==> config.mk <==
export PLATFORM = sky130hd
export DESIGN_NAME = cache_block_responder_flat
export DESIGN_NICKNAME = d
export VERILOG_FILES = /design/src/rtl/cache_block_responder_pkg.sv /design/src/rtl/cache_block_responder_if.sv /design/src/rtl/cache_block_responder_buffer.sv /design/src/rtl/cache_block_responder.sv /design/src/flat_wrapper.sv
export SDC_FILE = /design/constraint.sdc
export NUM_CORES = 1
export LEC_CHECK = 0
export ABC_CLOCK_PERIOD_IN_PS = 5200
export CORE_MARGIN = 2
export CORE_UTILIZATION = 48
export CTS_BUF_LIST = sky130_fd_sc_hd__clkbuf_8 sky130_fd_sc_hd__clkbuf_16
export DETAILED_ROUTE_END_ITERATION = 7
export GPL_TIMING_DRIVEN = 0
export HOLD_SLACK_MARGIN = 0.1
export PLACE_DENSITY = 0.8
export SKIP_LAST_GASP = 1
export SYNTH_ARGS = -nofsm -noshare
export SYNTH_HDL_FRONTEND = slang
export SYNTH_SLANG_ARGS = --single-unit
==> constraint.sdc <==
create_clock -name clock_i -period 5.2 [get_ports clock_i]
set_input_delay 0.52 -clock clock_i [delete_from_list [all_inputs] [get_ports clock_i]]
set_output_delay 0.52 -clock clock_i [all_outputs]
set_load 0.1 [all_outputs]
==> src/rtl/cache_block_responder_pkg.sv <==
// Shared state encoding and sizing constants for the cache block responder.
// Optional perf counters are enabled by CACHE_RESP_PERF_EN.
package cache_resp_pkg;

   localparam int unsigned BW_WORD_ADDR_DEF = 24;
   localparam int unsigned BW_BLOCK_DEF     = 2;
   localparam int unsigned BW_DATA          = 32;
   localparam int unsigned BW_PERF          = 32;

   typedef enum logic [2:0] {
      ST_IDLE     = 3'd0,
      ST_WR_FILL  = 3'd1,
      ST_WR_MEM   = 3'd2,
      ST_RD_MEM   = 3'd3,
      ST_RD_DRAIN = 3'd4
   } state_e;

   function automatic int unsigned block_words(input int unsigned bw_block);
      return 32'd1 << bw_block;
   endfunction

endpackage

==> src/rtl/cache_block_responder_if.sv <==
// Cache-side buffer handshake and backing-memory word port of the responder.
// slave = responder view, master = cache/memory (testbench) view.
interface cache_block_responder_if
   import cache_resp_pkg::*;
#(
   parameter int unsigned BW_WORD_ADDR = BW_WORD_ADDR_DEF
);
   logic                    req_i;
   logic                    req_block_i;
   logic                    rw_i;
   logic [BW_WORD_ADDR-1:0] add_i;
   logic                    ready_req_o;
   logic                    ready_write_o;
   logic                    write_i;
   logic [BW_DATA-1:0]      data_i;
   logic                    ready_read_o;
   logic                    read_i;
   logic [BW_DATA-1:0]      data_o;
   logic                    err_o;
   logic                    mem_req_o;
   logic                    mem_rw_o;
   logic [BW_WORD_ADDR-1:0] mem_addr_o;
   logic [BW_DATA-1:0]      mem_wdata_o;
   logic                    mem_ack_i;
   logic [BW_DATA-1:0]      mem_rdata_i;

   modport slave (
      input  req_i, req_block_i, rw_i, add_i, write_i, data_i, read_i,
             mem_ack_i, mem_rdata_i,
      output ready_req_o, ready_write_o, ready_read_o, data_o, err_o,
             mem_req_o, mem_rw_o, mem_addr_o, mem_wdata_o
   );

   modport master (
      output req_i, req_block_i, rw_i, add_i, write_i, data_i, read_i,
             mem_ack_i, mem_rdata_i,
      input  ready_req_o, ready_write_o, ready_read_o, data_o, err_o,
             mem_req_o, mem_rw_o, mem_addr_o, mem_wdata_o
   );
endinterface

==> src/rtl/cache_block_responder_buffer.sv <==
// N x 32 block buffer: one synchronous write port, one asynchronous read port.
// Contents are deliberately not reset.
module cache_resp_buffer
   import cache_resp_pkg::*;
#(
   parameter int unsigned BW_BLOCK = BW_BLOCK_DEF
) (
   input  logic                clock_i,
   input  logic                wr_en_i,
   input  logic [BW_BLOCK-1:0] wr_idx_i,
   input  logic [BW_DATA-1:0]  wr_data_i,
   input  logic [BW_BLOCK-1:0] rd_idx_i,
   output logic [BW_DATA-1:0]  rd_data_o
);
   localparam int unsigned N = block_words(BW_BLOCK);

   logic [BW_DATA-1:0] mem_q [N];
   logic [BW_DATA-1:0] mem_d [N];

   always_comb begin
      mem_d = mem_q;
      if (wr_en_i) mem_d[wr_idx_i] = wr_data_i;
   end

   always_ff @(posedge clock_i) begin
      mem_q <= mem_d;
   end

   assign rd_data_o = mem_q[rd_idx_i];

endmodule

==> src/rtl/cache_block_responder.sv <==
// Cache miss/writeback responder: turns block requests into single-word memory
// transactions through a block buffer. CACHE_RESP_PERF_EN adds perf counters.
//
//  state       | meaning
//  ------------+-----------------------------------------------------------
//  ST_IDLE     | ready for a request; base/length latched on accept
//  ST_WR_FILL  | cache pushes L words into the buffer
//  ST_WR_MEM   | buffered words written to memory, one per mem_ack_i
//  ST_RD_MEM   | words read from memory into the buffer, one per mem_ack_i
//  ST_RD_DRAIN | cache pops L buffered words
module cache_block_responder
   import cache_resp_pkg::*;
#(
   parameter int unsigned BW_WORD_ADDR = BW_WORD_ADDR_DEF,
   parameter int unsigned BW_BLOCK     = BW_BLOCK_DEF
) (
   input  logic                     clock_i,
   input  logic                     reset_i,
   cache_block_responder_if.slave   bus
`ifdef CACHE_RESP_PERF_EN
   ,
   output logic [BW_PERF-1:0]       perf_reads_o,
   output logic [BW_PERF-1:0]       perf_writes_o,
   output logic [BW_PERF-1:0]       perf_busy_o
`endif
);
   localparam int unsigned         N          = block_words(BW_BLOCK);
   localparam logic [BW_BLOCK-1:0] LAST_BLOCK = BW_BLOCK'(N - 1);
   localparam logic [BW_BLOCK-1:0] PTR_ONE    = BW_BLOCK'(1);

   state_e                  state_q, state_d;
   logic [BW_WORD_ADDR-1:0] base_q, base_d;
   logic [BW_BLOCK-1:0]     last_q, last_d;
   logic [BW_BLOCK-1:0]     wptr_q, wptr_d;
   logic [BW_BLOCK-1:0]     rptr_q, rptr_d;
   logic [BW_BLOCK-1:0]     k_q, k_d;
   logic                    err_q, err_d;

   logic                    accept;
   logic                    ready_req, ready_wr, ready_rd, mem_req, mem_rw;
   logic                    buf_we;
   logic [BW_BLOCK-1:0]     buf_widx;
   logic [BW_DATA-1:0]      buf_wdata, buf_rdata;
   logic [BW_BLOCK-1:0]     word_off;

   always_comb begin
      state_d   = state_q;
      base_d    = base_q;
      last_d    = last_q;
      wptr_d    = wptr_q;
      rptr_d    = rptr_q;
      k_d       = k_q;
      err_d     = err_q;
      accept    = 1'b0;
      ready_req = 1'b0;
      ready_wr  = 1'b0;
      ready_rd  = 1'b0;
      mem_req   = 1'b0;
      mem_rw    = 1'b0;
      buf_we    = 1'b0;
      buf_widx  = wptr_q;
      buf_wdata = bus.data_i;
      unique case (state_q)
         ST_IDLE: begin
            ready_req = 1'b1;
            if (bus.req_i) begin
               accept  = 1'b1;
               base_d  = bus.req_block_i ?
                         {bus.add_i[BW_WORD_ADDR-1:BW_BLOCK], {BW_BLOCK{1'b0}}} : bus.add_i;
               last_d  = bus.req_block_i ? LAST_BLOCK : '0;
               wptr_d  = '0;
               rptr_d  = '0;
               k_d     = '0;
               state_d = bus.rw_i ? ST_WR_FILL : ST_RD_MEM;
            end
         end
         ST_WR_FILL: begin
            ready_wr = 1'b1;
            if (bus.write_i) begin
               buf_we = 1'b1;
               wptr_d = wptr_q + PTR_ONE;
               if (wptr_q == last_q) state_d = ST_WR_MEM;
            end
         end
         ST_WR_MEM: begin
            mem_req = 1'b1;
            mem_rw  = 1'b1;
            // rptr follows k here so the single read port also serves mem_wdata_o
            if (bus.mem_ack_i) begin
               k_d    = k_q + PTR_ONE;
               rptr_d = rptr_q + PTR_ONE;
               if (k_q == last_q) state_d = ST_IDLE;
            end
         end
         ST_RD_MEM: begin
            mem_req = 1'b1;
            if (bus.mem_ack_i) begin
               buf_we    = 1'b1;
               buf_widx  = k_q;
               buf_wdata = bus.mem_rdata_i;
               k_d       = k_q + PTR_ONE;
               if (k_q == last_q) state_d = ST_RD_DRAIN;
            end
         end
         ST_RD_DRAIN: begin
            ready_rd = 1'b1;
            if (bus.read_i) begin
               rptr_d = rptr_q + PTR_ONE;
               if (rptr_q == last_q) state_d = ST_IDLE;
            end
         end
         default: state_d = ST_IDLE;
      endcase
      if ((bus.write_i && !ready_wr) || (bus.read_i && !ready_rd)) err_d = 1'b1;
   end

   always_ff @(posedge clock_i) begin
      if (reset_i) begin
         state_q <= ST_IDLE;
         base_q  <= '0;
         last_q  <= '0;
         wptr_q  <= '0;
         rptr_q  <= '0;
         k_q     <= '0;
         err_q   <= 1'b0;
      end else begin
         state_q <= state_d;
         base_q  <= base_d;
         last_q  <= last_d;
         wptr_q  <= wptr_d;
         rptr_q  <= rptr_d;
         k_q     <= k_d;
         err_q   <= err_d;
      end
   end

   cache_resp_buffer #(.BW_BLOCK(BW_BLOCK)) u_buffer (
      .clock_i   (clock_i),
      .wr_en_i   (buf_we),
      .wr_idx_i  (buf_widx),
      .wr_data_i (buf_wdata),
      .rd_idx_i  (rptr_q),
      .rd_data_o (buf_rdata)
   );

   // offset add wraps inside the block, never carries into the tag bits
   assign word_off = base_q[BW_BLOCK-1:0] + k_q;

   assign bus.ready_req_o   = ready_req;
   assign bus.ready_write_o = ready_wr;
   assign bus.ready_read_o  = ready_rd;
   assign bus.data_o        = buf_rdata;
   assign bus.err_o         = err_q;
   assign bus.mem_req_o     = mem_req;
   assign bus.mem_rw_o      = mem_rw;
   assign bus.mem_addr_o    = {base_q[BW_WORD_ADDR-1:BW_BLOCK], word_off};
   assign bus.mem_wdata_o   = buf_rdata;

`ifdef CACHE_RESP_PERF_EN
   logic [BW_PERF-1:0] perf_reads_q, perf_reads_d;
   logic [BW_PERF-1:0] perf_writes_q, perf_writes_d;
   logic [BW_PERF-1:0] perf_busy_q, perf_busy_d;

   always_comb begin
      perf_reads_d  = perf_reads_q;
      perf_writes_d = perf_writes_q;
      perf_busy_d   = perf_busy_q;
      if (accept && !bus.rw_i && perf_reads_q != '1) perf_reads_d = perf_reads_q + BW_PERF'(1);
      if (accept && bus.rw_i && perf_writes_q != '1) perf_writes_d = perf_writes_q + BW_PERF'(1);
      if (state_q != ST_IDLE && perf_busy_q != '1) perf_busy_d = perf_busy_q + BW_PERF'(1);
   end

   always_ff @(posedge clock_i) begin
      if (reset_i) begin
         perf_reads_q  <= '0;
         perf_writes_q <= '0;
         perf_busy_q   <= '0;
      end else begin
         perf_reads_q  <= perf_reads_d;
         perf_writes_q <= perf_writes_d;
         perf_busy_q   <= perf_busy_d;
      end
   end

   assign perf_reads_o  = perf_reads_q;
   assign perf_writes_o = perf_writes_q;
   assign perf_busy_o   = perf_busy_q;
`endif

endmodule
==> src/flat_wrapper.sv <==
// flat-port wrapper written by rule: the top's interface ports become plain ports
module cache_block_responder_flat import cache_resp_pkg::*;
#(
   parameter int unsigned BW_WORD_ADDR = BW_WORD_ADDR_DEF,
   parameter int unsigned BW_BLOCK     = BW_BLOCK_DEF
)
  (clock_i, reset_i, bus_req_i, bus_req_block_i, bus_rw_i, bus_add_i, bus_write_i, bus_data_i, bus_read_i, bus_mem_ack_i, bus_mem_rdata_i, bus_ready_req_o, bus_ready_write_o, bus_ready_read_o, bus_data_o, bus_err_o, bus_mem_req_o, bus_mem_rw_o, bus_mem_addr_o, bus_mem_wdata_o);
  cache_block_responder_if #(.BW_WORD_ADDR(BW_WORD_ADDR)) bus_i ();
  input  logic clock_i;
  input  logic reset_i;
  input wire logic [$bits(bus_i.req_i)-1:0] bus_req_i;
  input wire logic [$bits(bus_i.req_block_i)-1:0] bus_req_block_i;
  input wire logic [$bits(bus_i.rw_i)-1:0] bus_rw_i;
  input wire logic [$bits(bus_i.add_i)-1:0] bus_add_i;
  input wire logic [$bits(bus_i.write_i)-1:0] bus_write_i;
  input wire logic [$bits(bus_i.data_i)-1:0] bus_data_i;
  input wire logic [$bits(bus_i.read_i)-1:0] bus_read_i;
  input wire logic [$bits(bus_i.mem_ack_i)-1:0] bus_mem_ack_i;
  input wire logic [$bits(bus_i.mem_rdata_i)-1:0] bus_mem_rdata_i;
  output wire logic [$bits(bus_i.ready_req_o)-1:0] bus_ready_req_o;
  output wire logic [$bits(bus_i.ready_write_o)-1:0] bus_ready_write_o;
  output wire logic [$bits(bus_i.ready_read_o)-1:0] bus_ready_read_o;
  output wire logic [$bits(bus_i.data_o)-1:0] bus_data_o;
  output wire logic [$bits(bus_i.err_o)-1:0] bus_err_o;
  output wire logic [$bits(bus_i.mem_req_o)-1:0] bus_mem_req_o;
  output wire logic [$bits(bus_i.mem_rw_o)-1:0] bus_mem_rw_o;
  output wire logic [$bits(bus_i.mem_addr_o)-1:0] bus_mem_addr_o;
  output wire logic [$bits(bus_i.mem_wdata_o)-1:0] bus_mem_wdata_o;
  assign bus_i.req_i = bus_req_i;
  assign bus_i.req_block_i = bus_req_block_i;
  assign bus_i.rw_i = bus_rw_i;
  assign bus_i.add_i = bus_add_i;
  assign bus_i.write_i = bus_write_i;
  assign bus_i.data_i = bus_data_i;
  assign bus_i.read_i = bus_read_i;
  assign bus_i.mem_ack_i = bus_mem_ack_i;
  assign bus_i.mem_rdata_i = bus_mem_rdata_i;
  assign bus_ready_req_o = bus_i.ready_req_o;
  assign bus_ready_write_o = bus_i.ready_write_o;
  assign bus_ready_read_o = bus_i.ready_read_o;
  assign bus_data_o = bus_i.data_o;
  assign bus_err_o = bus_i.err_o;
  assign bus_mem_req_o = bus_i.mem_req_o;
  assign bus_mem_rw_o = bus_i.mem_rw_o;
  assign bus_mem_addr_o = bus_i.mem_addr_o;
  assign bus_mem_wdata_o = bus_i.mem_wdata_o;
  cache_block_responder #(.BW_WORD_ADDR(BW_WORD_ADDR), .BW_BLOCK(BW_BLOCK)) u_core (.clock_i(clock_i), .reset_i(reset_i), .bus(bus_i));
endmodule
==> metrics, run 1 <==
Tcrit/Tclk final between 60 and 70%; count leader, synth nand2_1; Die Ht 124.6 um; Hold Path Origin u_core.base_q[6]; largest net degree at the start of global routing 19; mux share of post-synthesis cell area between 10% and 20%; n_diodes 0; status finished, final reports clean; Sw Share 38.21%; Detail Route Antenna Nets 0; Starting Density between 40% and 50%; CTS HTree Levels 4; Final Skew between 0.008 and 0.009 ns; via/cell ratio a little over 5; hold buffers post-CTS 0; unrepaired setup endpoints after global routing false; Synth top cells by count 149 x nand2_1, 128 x edfxtp_1, 54 x buf_4; crit path DAT about 3.1 ns; die area roughly 16000 sq um; Cell Area, Synth approximately 7000 sq um; critical path type flop to output port; Layout Nets 836; RR Startpoint u_core.state_q[1]; via count about 4800; syn_nets roughly 620; final hold slack 0.4572 ns; Design Area, Final between 9000 and 10000 sq um; Worst Reg-to-Reg Cells 6; GRT Overall Usage between 20 and 25%; crit path time final roughly 3.6 ns; share of total power in sequential cells ~36%; Synth Flop Type edfxtp_1; Req. time, crit path about 4.7 ns; Ports between 150 and 200; root buffer cell clkbuf_16; Reg clk slew, reported paths about 0.060 ns; fin. max-slew vios 0; Combinational Power Share between 30% and 40%; Fillers around 980; Unique masters post-synth 44; layout cells sized above 1 around 19%; CORE AREA 14370 sq um; Post-synth EDFFs 128; WHS Path Cells 2; GP Congestion a little under 0.9; Fmax between 200 and 300 MHz; worst-path fanout max 10; postcts setup bufs 0; CTS tree done; post-cts sizing count 0; Mapped Avg Cell Area 13.27 sq um; worst vdd ir 269.4 uV; Setup TNS 0 ns; ys async rst share 0%; Worst R2R Setup Slack around 2 ns; initial antenna violation count 0; max cap viols 0; WHS Endpoint u_core.base_q[6]; Synth Instances ~530; global-route wire length before repair around 25000 um; final wirelength between 15000 and 20000 um; # port buffers around 190; DR DRC count 0; Sw Pwr 1586 uW; adder-cell share of the synthesized area less than 1%; crit path capture type output port; worst slew pin tran between 1 and 1.5 ns; Clk network pwr share around 30%; Seq/Total Area, Yosys 65.10%; relative slew slack approximately 32%; # clock sinks 163; GR Overflow Total 0; Synth Area in Simple Gates a little under an eighth; Area Growth Syn to Fin 41.71%; Initial DRC Count 390; wire per inst between 15 and 20 um; vias in the first global route a little under 5000; Yosys reg bits ~160; Bufs on Longest Clock Path 2; Compound-Gate Fraction of Synth Area about 4.4%; total power divided by cell area around 420 nW/um^2; Synth warnings 0; Hold Fails Final Rpt 0; Hold Crit Class flop to flop; Reg2Reg Capture Point u_core.u_buffer.mem_q[57]; HPWL after detailed placement ~11000 um; leading post-synthesis cells by cell area edfxtp_1 55%, mux4_2 10%, dfxtp_1 10%; Die Wd ~120 um; worst-skew pair later-pin latency between 0.4 and 0.5 ns; top-area cell type share of the netlist area approximately 55%; Pint 2564 uW; leak pwr between 0.003 and 0.004 uW; CP startpoint kind flop; post-synthesis xor/xnor area fraction less than 1%; # rows 44; cell taking the most area after synthesis edfxtp_1; largest family of logic cells by synthesized area simple AND/OR/NAND/NOR gates; CTS buffer count 17; Setup Viol. Count Final 0; DP Area 9288 sq um; DRT Pass-1 Iters 4
-- critical path, stage by stage (launching register included) --
cell	delay (ns)
dfxtp_1	0.32
buf_2	0.25
buf_2	0.39
mux4_2	0.60
buf_4	0.15
clkdlybuf4s50_1	0.95
-- layout by cell type, fill, tap and decap left out, drive strengths merged, types with 2 or more instances in the layout --
cell type      instances
clkinv                 6
nand3b                 2
nor2                   7
o21ai                  4
xnor2                  2
clkdlybuf4s50        187
nand2                149
nand3                  3
o32ai                  4
or4b                   2
clkbuf                37
a21oi                 33
inv                   16
and3                   4
nor4b                  2
a221oi                 2
edfxtp               128
dfxtp                 35
nand4                  3
nand2b                 4
or3b                   2
mux4                  32
nor3                   3
buf                   70
-- how the worst max path moves through the flow --
stage	startpoint	endpoint	slack, ns	depth (start not counted)
CTS	u_core.rptr_q[0]	bus_mem_wdata_o[6]	1.58	5
global route	u_core.rptr_q[0]	bus_mem_wdata_o[6]	1.48	5
floorplan	u_core.state_q[1]	u_core.u_buffer.mem_q[0]	0.64	5
detailed placement	u_core.state_q[1]	u_core.u_buffer.mem_q[60]	1.98	6
finish	u_core.rptr_q[0]	bus_mem_wdata_o[6]	1.62	5
global placement	u_core.state_q[1]	u_core.u_buffer.mem_q[71]	-1.16	5
-- cells by family (layout without fill, tap and decap cells) --
group,after synthesis,in the layout
and+or+nand+nor,185,185
xor gates and xnor gates,2,2
muxes,33,33
AOI/OAI and AO/OA,50,50
adders and majority gates,1,1
DFF,163,163
buffers and inverters,92,318
-- flip-flops by register name (all words and copies together) (netlist names) --
| name | count |
|---|---|
| u_core.base_q | 24 |
| u_core.bus.err_o | 1 |
| u_core.k_q | 2 |
| u_core.last_q | 1 |
| u_core.rptr_q | 2 |
| u_core.state_q | 3 |
| u_core.u_buffer.mem_q | 128 |
| u_core.wptr_q | 2 |
-- layout make-up --
class / instances / area [sq um] / share of cell area, %
Clock buffer: 17 / 425.4 / 4.301
Multi-Input combinational cell: 271 / 1953 / 19.74
Timing Repair Buffer: 194 / 2002 / 20.24
Buffer: 83 / 524.3 / 5.300
Clock inverter: 15 / 178.9 / 1.809
Tap cell: 184 / 230.2 / 2.327
Inverter: 9 / 33.78 / 0.3415
Sequential cell: 163 / 4544 / 45.94
-- routing by layer --
metal | vias up | global-route usage, % | wire length [um]
met1 | 2322 | 24.71 | 6369
met5 | - | 0 | 0
li1 | 2270 | - | -
met2 | 214 | 36.13 | 8269
met4 | 0 | 5.221 | 159
met3 | 18 | 5.284 | 1112
-- power groups by stage --
stage               Sequential, uW  Combinational, uW  Clock, uW
floorplan                     1520               1060          0
global placement              1520               1380          0
detailed placement            1520               1410          0
CTS                           1490               1410       1260
global route                  1500               1460       1320
finish                        1490               1410       1250
-- per-stage QoR --
| step | total power (uW) | std cells | worst slack (ns) | utilization [%] |
|---|---|---|---|---|
| floorplan | 2583 | 526 | 0.6365 | - |
| global route | 4275 | 936 | 1.480 | 68.84 |
| global placement | 2900 | 897 | -1.156 | 63.21 |
| finish | 4150 | 936 | 1.622 | 68.84 |
| CTS | 4172 | 936 | 1.575 | 68.84 |
| detailed placement | 2931 | 904 | 1.977 | 64.64 |
No activity file was read; power rests on OpenSTA's default activity.
==> run 2, diff against run 1 <==
--- a/config.mk
+++ b/config.mk
@@ -5,7 +5,7 @@
 export SDC_FILE = /design/constraint.sdc
 export NUM_CORES = 1
 export LEC_CHECK = 0
-export ABC_CLOCK_PERIOD_IN_PS = 5200
+export ABC_CLOCK_PERIOD_IN_PS = 3400
 export CORE_MARGIN = 2
 export CORE_UTILIZATION = 48
 export CTS_BUF_LIST = sky130_fd_sc_hd__clkbuf_8 sky130_fd_sc_hd__clkbuf_16
==> constraint.sdc (replaced) <==
create_clock -name clock_i -period 3.4 [get_ports clock_i]
set_input_delay 0.34 -clock clock_i [delete_from_list [all_inputs] [get_ports clock_i]]
set_output_delay 0.34 -clock clock_i [all_outputs]
set_load 0.1 [all_outputs]
==> metrics, run 2 (same netlist as run 1, synthesis figures left out) <==
status finished, final reports clean; initial antenna violation count 0 (unchanged); worst slew pin tran 1.012 ns (+0.001808 ns); HPWL after detailed placement 11490 um (+1.0%); Reg clk slew, reported paths 0.06 ns (about the same); Bufs on Longest Clock Path 2 (unchanged); n_diodes 0 (unchanged); total power divided by cell area 623.3 nW/um^2 (+49%); Req. time, crit path 3.06 ns (-1.62 ns); most frequent cells in the layout 149 x nand2_1, 130 x clkdlybuf4s50_1, 128 x edfxtp_1; Sw Share 37.88% (-0.33 points); CTS buffer count 17 (unchanged); GR Overflow Total 0 (unchanged); final wirelength 15830 um (-0.48%); DR DRC count 0 (unchanged); Setup TNS 0 ns (unchanged); share of total power in sequential cells 36.8% (+0.8 points); # port buffers 187 (unchanged); die area 15520 sq um (unchanged); wire per inst 16.90 um (-0.58%); footprint of the multi-input gates 1958 sq um (+0.26%); vias in the first global route 4876 (+0.23%); final worst slack 0.1504 ns (-1.472 ns); Sw Pwr 2349 uW (+48%); DRT Pass-1 Iters 5 (+1); Hold Crit Class input pin to flop; most common cell after layout, fill and taps aside nand2_1; Initial DRC Count 327 (-16%); crit path time final between 3 and 4 ns; largest net degree at the start of global routing 17 (-2); critical path type flop to output port; crit path DAT 2.91 ns (-0.15 ns); via count 4773 (-1.1%); Area Growth Syn to Fin 42.53%; Clk network pwr share 28.9% (-1.2 points); Combinational Power Share 34.3% (+0.4 points); hold buffers post-CTS 0 (unchanged); Fmax 307.7 MHz; Ports 190 (unchanged); GP Congestion 0.7578 (-13%); CP startpoint kind flop; Final Skew 0.008175 ns (-0.0002799 ns); Top Registers u_core.u_buffer.mem_q: 128 flops, u_core.base_q: 24 flops, u_core.state_q: 3 flops; fin. max-slew vios 0 (unchanged); relative slew slack 32.34% (-0.16 points); Die Wd 124.6 um (unchanged); via/cell ratio 5.094 (-1.2%); GRT Overall Usage 20.52% (+0.19 points); Tcrit/Tclk final 95.58%; root buffer cell clkbuf_16; max FFs per register 128 (unchanged); dpl ws 0.3858 ns (-1.591 ns); unrepaired setup endpoints after global routing false; CORE AREA 14370 sq um (unchanged); Pint 3853 uW (+50%); total power 6202 uW (+49%); crit path capture type output port; CTS HTree Levels 4 (unchanged); worst-skew pair later-pin latency 0.42 ns (about the same); Detail Route Antenna Nets 0 (unchanged); worst vdd ir 360.0 uV (+34%); worst-path fanout max 10 (unchanged); Setup Viol. Count Final 0 (unchanged); # clock sinks 163 (unchanged); Die Ht 124.6 um (unchanged); CTS tree done; leak pwr 0.003859 uW (+8.6%); largest reg by FF count u_core.u_buffer.mem_q; layout cells sized above 1 19.52% (+0.11 points); Starting Density 48.58% (unchanged); max cap viols 0 (unchanged); Worst R2R Setup Slack 0.42 ns (-1.56 ns); Fillers 977 (-0.71%); sequential cell area 4544 sq um (unchanged); Layout Nets 837 (+0.12%); global-route wire length before repair 24610 um (-0.61%); Hold Fails Final Rpt 0 (unchanged); # rows 44 (unchanged)
## run 2: cell types whose count changed in the layout (fill, tap and decap cells not counted), sizes merged
cell,before,now
dlymetal6s2s,0,28
inv,16,14
clkdlybuf4s50,187,130
buf,70,71
clkinvlp,1,2
dlygate4sd2,0,29
clkinv,6,7
## run 2: worst max-delay path, cell delays in order, from the launching register on
cell and delay, ns:
dfxtp_1 0.30, buf_2 0.22, clkbuf_1 0.49, mux4_2 0.34, clkdlybuf4s50_1 1.14
## run 2: per-layer routing
metal,part of all wire [%],GRT usage [%],wire length (um)
met1,40,24.32,6306
met2,51,35.74,8153
met3,7.3,6.443,1151
met4,1.4,6.477,223
met5,0,0,0
## run 2: power by group through the flow
stage | Sequential (uW) | Combinational, uW | Clock, uW
global placement | 2320 | 2120 | 0
finish | 2280 | 2130 | 1790
CTS | 2280 | 2140 | 1830
detailed placement | 2320 | 2170 | 0
floorplan | 2320 | 1630 | 0
global route | 2290 | 2210 | 1920
## run 2: what timing repair did
item	in CTS	in global routing
buffers inserted	0	0
gates resized for setup	29	28
endpoints found under the setup margin	29	28
## run 2: final timing paths
check / to / start / depth (start not counted)
worst max-delay path: bus_data_o[26] / u_core.rptr_q[1] / 4
worst min-delay path: u_core.k_q[1] / bus_mem_ack_i / 3
worst min register to register: u_core.base_q[8] / u_core.base_q[8] / 2
worst max register to register: u_core.u_buffer.mem_q[62] / u_core.state_q[1] / 7
## run 2: through the flow
| stage | cells | utilization, % | hold slack [ns] | cell area (sq um) |
|---|---|---|---|---|
| after global placement | 897 | 63.45 | 0.4426 | 9117 |
| after CTS | 937 | 68.76 | 0.2574 | 9879 |
| final | 937 | 69.24 | 0.2915 | 9950 |
| after detailed placement | 905 | 65.13 | 0.4500 | 9358 |
| after global routing | 937 | 69.24 | 0.2871 | 9950 |
| after floorplan | 526 | - | 0.4356 | 7015 |
## run 2: area by class of cell
cell class / count / share of cell area (%)
Sequential cell: 163 / 45.67
Multi-Input combinational cell: 271 / 19.68
Timing Repair Buffer: 195 / 21.11
Clock inverter: 15 / 1.333
Inverter: 9 / 0.3395
Clock buffer: 17 / 4.276
Tap cell: 184 / 2.314
Buffer: 83 / 5.269
==> run 3, diff against run 2 <==
--- a/config.mk
+++ b/config.mk
@@ -14,6 +14,7 @@
 export HOLD_SLACK_MARGIN = 0.1
 export PLACE_DENSITY = 0.8
 export SKIP_LAST_GASP = 1
+export SLEW_MARGIN = 20
 export SYNTH_ARGS = -nofsm -noshare
 export SYNTH_HDL_FRONTEND = slang
 export SYNTH_SLANG_ARGS = --single-unit
==> metrics, run 3 (same netlist as run 1, synthesis figures left out) <==
Detail Route Antenna Nets 0 (unchanged); Tcrit/Tclk final 95.65% (about the same); largest reg by FF count u_core.u_buffer.mem_q; Fillers 964 (-1.3%); largest net degree at the start of global routing 17 (unchanged); CORE AREA 14370 sq um (unchanged); DR DRC count 0 (unchanged); Sw Share 37.48% (-0.40 points); Die Ht 124.6 um (unchanged); # clock sinks 163 (unchanged); relative slew slack 32.94% (+0.60 points); CTS tree done; Sw Pwr 2351 uW (about the same); DRT Pass-1 Iters 4 (-1); Layout Nets 837 (unchanged); Initial DRC Count 285 (-13%); Clk network pwr share 29.8% (+0.9 points); Slowest cell on crit path clkdlybuf4s50_1; most frequent cells in the layout 149 x nand2_1, 130 x clkdlybuf4s50_1, 128 x edfxtp_1; Die Wd 124.6 um (unchanged); CTS HTree Levels 4 (unchanged); Global Route met1 Usage 24.33% (about the same); unrepaired setup endpoints after global routing false; CP Cell Sequence buf_2, clkbuf_1, mux4_2, clkdlybuf4s50_1; Final Skew 0.005663 ns (-0.002512 ns); Bufs on Longest Clock Path 2 (unchanged); Non-Filler Instances 936 (-0.11%); Combinational Power Share 33.7% (-0.6 points); crit path time final 3.252 ns (+0.002578 ns); Ports 190 (unchanged); worst-path fanout max 10 (unchanged); most common cell after layout, fill and taps aside nand2_1; # port buffers 187 (unchanged); HPWL after detailed placement 11540 um (+0.44%); crit path capture type output port; final wirelength 16130 um (+1.9%); Design Area, Final 9897 sq um (-0.53%); share of total power in sequential cells 36.4% (-0.4 points); wire per inst 17.23 um (+2.0%); worst-skew pair later-pin latency 0.42 ns (about the same); via/cell ratio 5.119 (+0.48%); GR Util met3 5.713% (-0.73 points); Fmax 307.5 MHz (about the same); CTS buffer count 17 (unchanged); Top Registers u_core.u_buffer.mem_q: 128 flops, u_core.base_q: 24 flops, u_core.state_q: 3 flops; Area Growth Syn to Fin 41.78%; Hold Fails Final Rpt 0 (unchanged); worst vdd ir 377.4 uV (+4.8%); DP Area 9284 sq um (-0.79%); leak pwr 0.003846 uW (-0.32%); fin. max-slew vios 0 (unchanged); global-route wire length before repair 24940 um (+1.3%); Reg clk slew, reported paths 0.06 ns (about the same); GRT Overall Usage 20.65% (+0.14 points); max FFs per register 128 (unchanged); crit path DAT 2.91 ns (about the same); root buffer cell clkbuf_16; Final Util 68.88% (-0.37 points); GR Overflow Total 0 (unchanged); max cap viols 0 (unchanged); via count 4791 (+0.38%); Most Crowded Layer GR met2; n_diodes 0 (unchanged); Setup Viol. Count Final 0 (unchanged); CP peak stage delay 1.13 ns (about the same); layout cells sized above 1 19.41% (-0.11 points); Placed Instances 905 (unchanged); Starting Density 48.58% (unchanged); total power divided by cell area 633.8 nW/um^2 (+1.7%); worst slew pin tran 1.003 ns (-0.008995 ns); initial antenna violation count 0 (unchanged); Req. time, crit path 3.06 ns (about the same); Pint 3922 uW (+1.8%); final hold slack 0.2939 ns (+0.002393 ns); die area 15520 sq um (unchanged); hold buffers post-CTS 0 (unchanged); met2 Usage GRT 36.26% (+0.51 points); status finished, final reports clean; GP Congestion 0.7578 (unchanged); critical path type flop to output port; # rows 44 (unchanged); Hold Crit Class input pin to flop; CP startpoint kind flop; vias in the first global route 4919 (+0.88%)
-- run 3: cell types whose count changed in the layout (fill, tap and decap cells not counted), moves of 2 or more --
cell / change
buf_16: -5
buf_6: +3
buf_8: +2
clkinvlp_4: -2
-- run 3: through the flow --
step,setup WS [ns],TNS (ns),total power (uW)
after floorplan,-0.09837,-12.59,3954
after global placement,-1.002,-126.98,4441
after detailed placement,0.2927,0,4487
after CTS,0.05319,0,6319
after global routing,0.004549,0,6479
final,0.1479,0,6273
-- run 3: timing repair --
action                     4_1_cts  5_1_grt
setup endpoints to repair       29       28
resized for setup               29       28
hold endpoints to repair         0        0
buffers inserted                 0        0
-- run 3: worst paths after layout --
| kind | slack (ns) | start | depth (start not counted) | end |
|---|---|---|---|---|
| worst max-delay path | 0.15 | u_core.rptr_q[1] | 4 | bus_data_o[5] |
| worst min-delay path | 0.29 | bus_mem_ack_i | 3 | u_core.k_q[1] |
| worst max register to register | 0.32 | u_core.state_q[1] | 7 | u_core.u_buffer.mem_q[126] |
| worst min register to register | 0.46 | u_core.base_q[8] | 2 | u_core.base_q[8] |
-- run 3: cell type report --
| class | instances | area (sq um) | share of cell area, % |
|---|---|---|---|
| well taps | 184 | 230.2 | 2.326 |
| inverters | 9 | 33.78 | 0.3413 |
| clock buffers | 17 | 425.4 | 4.298 |
| plain buffers | 83 | 524.3 | 5.297 |
| clock inverters | 14 | 153.9 | 1.555 |
| flip-flops and latches | 163 | 4544 | 45.92 |
| multi-input cells | 271 | 1958 | 19.79 |
| repair buffers | 195 | 2027 | 20.48 |
-- run 3: worst max-delay path: cells and delay by family, from the launching register on --
| family | cells | cell delay, ns |
|---|---|---|
| flops | 1 | 0.30 |
| buf+inv | 3 | 1.85 |
| mux | 1 | 0.33 |
-- run 3: power by group through the flow --
stage | Combinational [uW] | Sequential (uW) | Clock [uW]
after detailed placement | 2160 | 2330 | 0
after floorplan | 1630 | 2320 | 0
after global routing | 2200 | 2290 | 1990
after global placement | 2120 | 2320 | 0
after CTS | 2130 | 2280 | 1900
final | 2120 | 2280 | 1870
-- run 3: metal layers --
metal / vias to the layer above / wire (um)
met5: - / 0
li1: 2266 / -
met4: 0 / 206
met3: 20 / 1164
met2: 201 / 8452
met1: 2304 / 6305
==> edit 1, RTL diff (flow settings as in run 1) <==
Set the package constant `BW_BLOCK_DEF` to 1 (it was 2).
--- a/src/rtl/cache_block_responder_pkg.sv
+++ b/src/rtl/cache_block_responder_pkg.sv
@@ -3,7 +3,7 @@
 package cache_resp_pkg;
 
    localparam int unsigned BW_WORD_ADDR_DEF = 24;
-   localparam int unsigned BW_BLOCK_DEF     = 2;
+   localparam int unsigned BW_BLOCK_DEF     = 1;
    localparam int unsigned BW_DATA          = 32;
    localparam int unsigned BW_PERF          = 32;
 
Check against the original RTL: not equivalent (Yosys sat finds a counterexample within 4 cycles, from zero or initial values and one cycle with reset_i high).
==> edit 1 against run 1 <==
- routed wire length shrank 32%
- total power fell by 40%
- final area down 31%
- die area down 34%
- sequential share of layout area is 8.4 points lower
- worst setup slack worse by 42 ps
- sequential cell count down 67
- area after synthesis is 35% lower
- critical path type unchanged
- largest power group is now combinational cells
- highest routed layer unchanged
==> edit 1: results (changes against run 1) <==
stage,metric,value,unit,change
grt,grt_use_met1,24.5,%,-0.16 points
outcome,status,completed,,
yosys,synth_top_cells_by_count,"edfxtp_1 (64), mux2_2 (61), buf_4 (59)",,
layout,n_fill_cell,643,,-35%
grt,first_global_vias,3356,,-31%
yosys,syn_inst,369,,-30%
placement,pre_cts_ws,1950,ps,-30.1 ps
yosys,seq_area_frac_synth,56.6,%,-8.5 points
grt,use_met3,4.58,%,-0.71 points
placement,gp_congestion,0.776,,-10%
clock_tree,numCtsBuffers,9,,-8
yosys,synthXorXnorAreaFrac,0.774,%,+0.52 points
power,peakVddDrop,0.205,mV,-24%
yosys,synth.distinct_cells,39,,-11%
routing,met1_length,4.25,mm,-33%
critical_path,cp.arrival,3100,ps,+40 ps
critical_path,rrSetupSlack,3100,ps,+1120 ps
clock_tree,clk_latency,360,ps,-50 ps
critical_path,worstRegToRegCells,5,,-1
yosys,synth_edf_count,64,,-50%
grt,track_usage,20.5,%,+0.17 points
critical_path,crit_end,bus_mem_wdata_o[26],,
clock_tree,cts.clk_slew.worst_paths,90,ps,+30 ps
sta,clock_skew,9.56,ps,+1.10 ps
min_path,hold_path_end,u_core.base_q[5],,
yosys,synth_fa_ha_area_share,0,%,-0.18 points
sta,relSlewSlack,33.1,%,+0.58 points
yosys,muxShareOfSynthArea,16.4,%,+6.0 points
min_path,hold_start,u_core.base_q[5],,
layout,drive_gt1_share,27.0,%,+7.5 points
layout,reg_top3,"u_core.u_buffer.mem_q: 64 flops, u_core.base_q: 24 flops, u_core.state_q: 3 flops",,
routing,wl_met3,752,um,-32%
grt,grt_pass1_wl,16.1,mm,-35%
critical_path,reg2reg_from,u_core.state_q[0],,
yosys,yosys-top-cells-area,"edfxtp_1 (42%), mux2_2 (15%), dfxtp_1 (14%), buf_4 (9.8%), nand2_1 (4.1%)",,
critical_path,timing.rr.end,u_core.u_buffer.mem_q[34],,
routing,drt_wl_total,10.8,mm,-32%
placement,placedCellCount,670,,-26%
grt,grt_max_degree,24,,+5
[edit 1: changes by cell type after synthesis, sizes merged, moves of 4 or more]
cell,change
a21oi,-5
and3,-4
buf,+9
clkbuf,-15
edfxtp,-64
mux2,+66
mux4,-32
nand2,-99
[edit 1: power breakdown]
part,internal [mW],switching (mW),leakage [nW]
clock network,0.222,0.256,0.0970
logic,0.339,0.786,1.58
registers,0.862,0.0187,0.842
total,1.42,1.06,2.51
[edit 1: stage by stage]
step | cell area [um^2] | hold slack [ps]
2_1_floorplan | 4530 | 437
3_3_place_gp | 6550 | 443
3_5_place_dp | 6630 | 447
4_1_cts | 6820 | 460
5_1_grt | 6820 | 479
6_report | 6820 | 458
[edit 1: cell type report]
type	count	area (um^2)	share of cell area, %
buffer	77	529	7.76
sequential	96	2560	37.6
timing repair buffer	190	1940	28.4
multi-input combinational	190	1440	21.1
inverter	6	22.5	0.330
tap	111	139	2.04
clock buffer	9	124	1.82
clock inverter	7	71.3	1.05
==> edit 2, RTL diff (settings of run 1) <==
Made on the original files. Re-encode `state_e` (5 states) as one-hot, 5 bits wide.
--- a/src/rtl/cache_block_responder_pkg.sv
+++ b/src/rtl/cache_block_responder_pkg.sv
@@ -7,12 +7,12 @@
    localparam int unsigned BW_DATA          = 32;
    localparam int unsigned BW_PERF          = 32;
 
-   typedef enum logic [2:0] {
-      ST_IDLE     = 3'd0,
-      ST_WR_FILL  = 3'd1,
-      ST_WR_MEM   = 3'd2,
-      ST_RD_MEM   = 3'd3,
-      ST_RD_DRAIN = 3'd4
+   typedef enum logic [4:0] {
+      ST_IDLE     = 5'b00001,
+      ST_WR_FILL  = 5'b00010,
+      ST_WR_MEM   = 5'b00100,
+      ST_RD_MEM   = 5'b01000,
+      ST_RD_DRAIN = 5'b10000
    } state_e;
 
    function automatic int unsigned block_words(input int unsigned bw_block);
Function: no difference found for any inputs over 4 cycles, from zero or initial values and one cycle with reset_i high; so few cycles prove little.
==> edit 2 against run 1 <==
- global-route usage grew 0.50 points
- synthesized cell count grew 4.4%
- cell count grew 2.2%
- worst setup slack lost 240 ps
- sequential cell count grew 2
- fmax shrank 6.3%
- routed wire length grew 0.71%
- first-iteration DRC count shrank 4.6%
- count of clock-buffer cells in the layout is the same
- final area grew 1.2%
- area after synthesis grew 2.3%
- critical path type unchanged
Power is not compared: it rests on default switching activity, and its combinational part moved more than twofold at a synthesized area within 25%.
==> edit 2: results (changes against run 1) <==
stage,metric,value,unit,change
grt,first_global_vias,5143,,+5.7%
grt,track_usage,20.8,%,+0.50 points
grt,gr-usage-met2,36.5,%,+0.37 points
placement,dp_hpwl,11.5,mm,+0.99%
placement,placedCellCount,926,,+2.4%
yosys,seq_area_frac_synth,64.2,%,-0.91 points
layout,drive_gt1_share,18.2,%,-1.2 points
yosys,synth_top_cells_by_count,"nand2_1 (156), edfxtp_1 (128), buf_4 (54)",,
grt,grt_pass1_wl,25.7,mm,+3.9%
layout,nets,858,,+2.6%
routing,via_per_inst,5.12,,-0.57%
layout,reg_top3,"u_core.u_buffer.mem_q: 128 flops, u_core.base_q: 24 flops, u_core.state_q: 5 flops",,
outcome,status,completed,,
layout,final_cell_count_no_fill,957,,+2.2%
grt,use_met3,5.61,%,+0.32 points
sta,worst_pin_slew,1010,ps,-2.19 ps
critical_path,worstRegToRegCells,7,,+1
yosys,synth_fp_nets,646,,+3.7%
routing,met1_length,6.42,mm,+0.74%
routing,wl_met2,8.23,mm,-0.53%
routing,wl_met3,1.21,mm,+8.8%
routing,drt_iter0_drc,372,,-4.6%
yosys,muxShareOfSynthArea,10.4,%,-0.079 points
routing,drt_wl_total,16.0,mm,+0.71%
yosys,synth_compound_area_share,4.17,%,-0.19 points
grt,grt_max_degree,18,,-1
yosys,syn_avg_cell_area,13.0,um^2,-2.0%
sta,clock_skew,8.87,ps,+0.411 ps
placement,gp_congestion,0.852,,-1.7%
yosys,yosys-top-cells-area,"edfxtp_1 (54%), dfxtp_1 (10%), mux4_2 (10%), nand2_1 (8.2%), buf_4 (5.7%)",,
placement,post_dp_cell_area,9450,um^2,+1.7%
## edit 2: final timing paths
check | startpoint | end | slack (ps)
min | u_core.base_q[6] | u_core.base_q[6] | 450
max | u_core.rptr_q[0] | bus_mem_wdata_o[28] | 1380
max reg2reg | u_core.state_q[4] | u_core.u_buffer.mem_q[38] | 2240
min reg2reg | u_core.base_q[6] | u_core.base_q[6] | 450
## edit 2: worst max-delay path, cell delays in order, from the launching register on
cell             delay [ps]
dfxtp_1                 320
buf_2                   290
buf_1                   540
mux4_2                  600
buf_4                   150
clkdlybuf4s50_1         970
## edit 2: report_power, final
| part | internal [mW] | switching, mW | total [mW] |
|---|---|---|---|
| Sequential | 1.45 | 0.0160 | 1.47 |
| Clock | 0.699 | 0.482 | 1.18 |
| Combinational | 0.192 | 0.362 | 0.554 |
## edit 2: layout make-up
type,instances,area (um^2)
sequential,165,4580
fill,1014,4530
multi-input combinational,294,2050
timing repair buffer,193,2020
buffer,85,547
clock buffer,17,425
tap,184,230
clock inverter,14,136
inverter,5,18.8
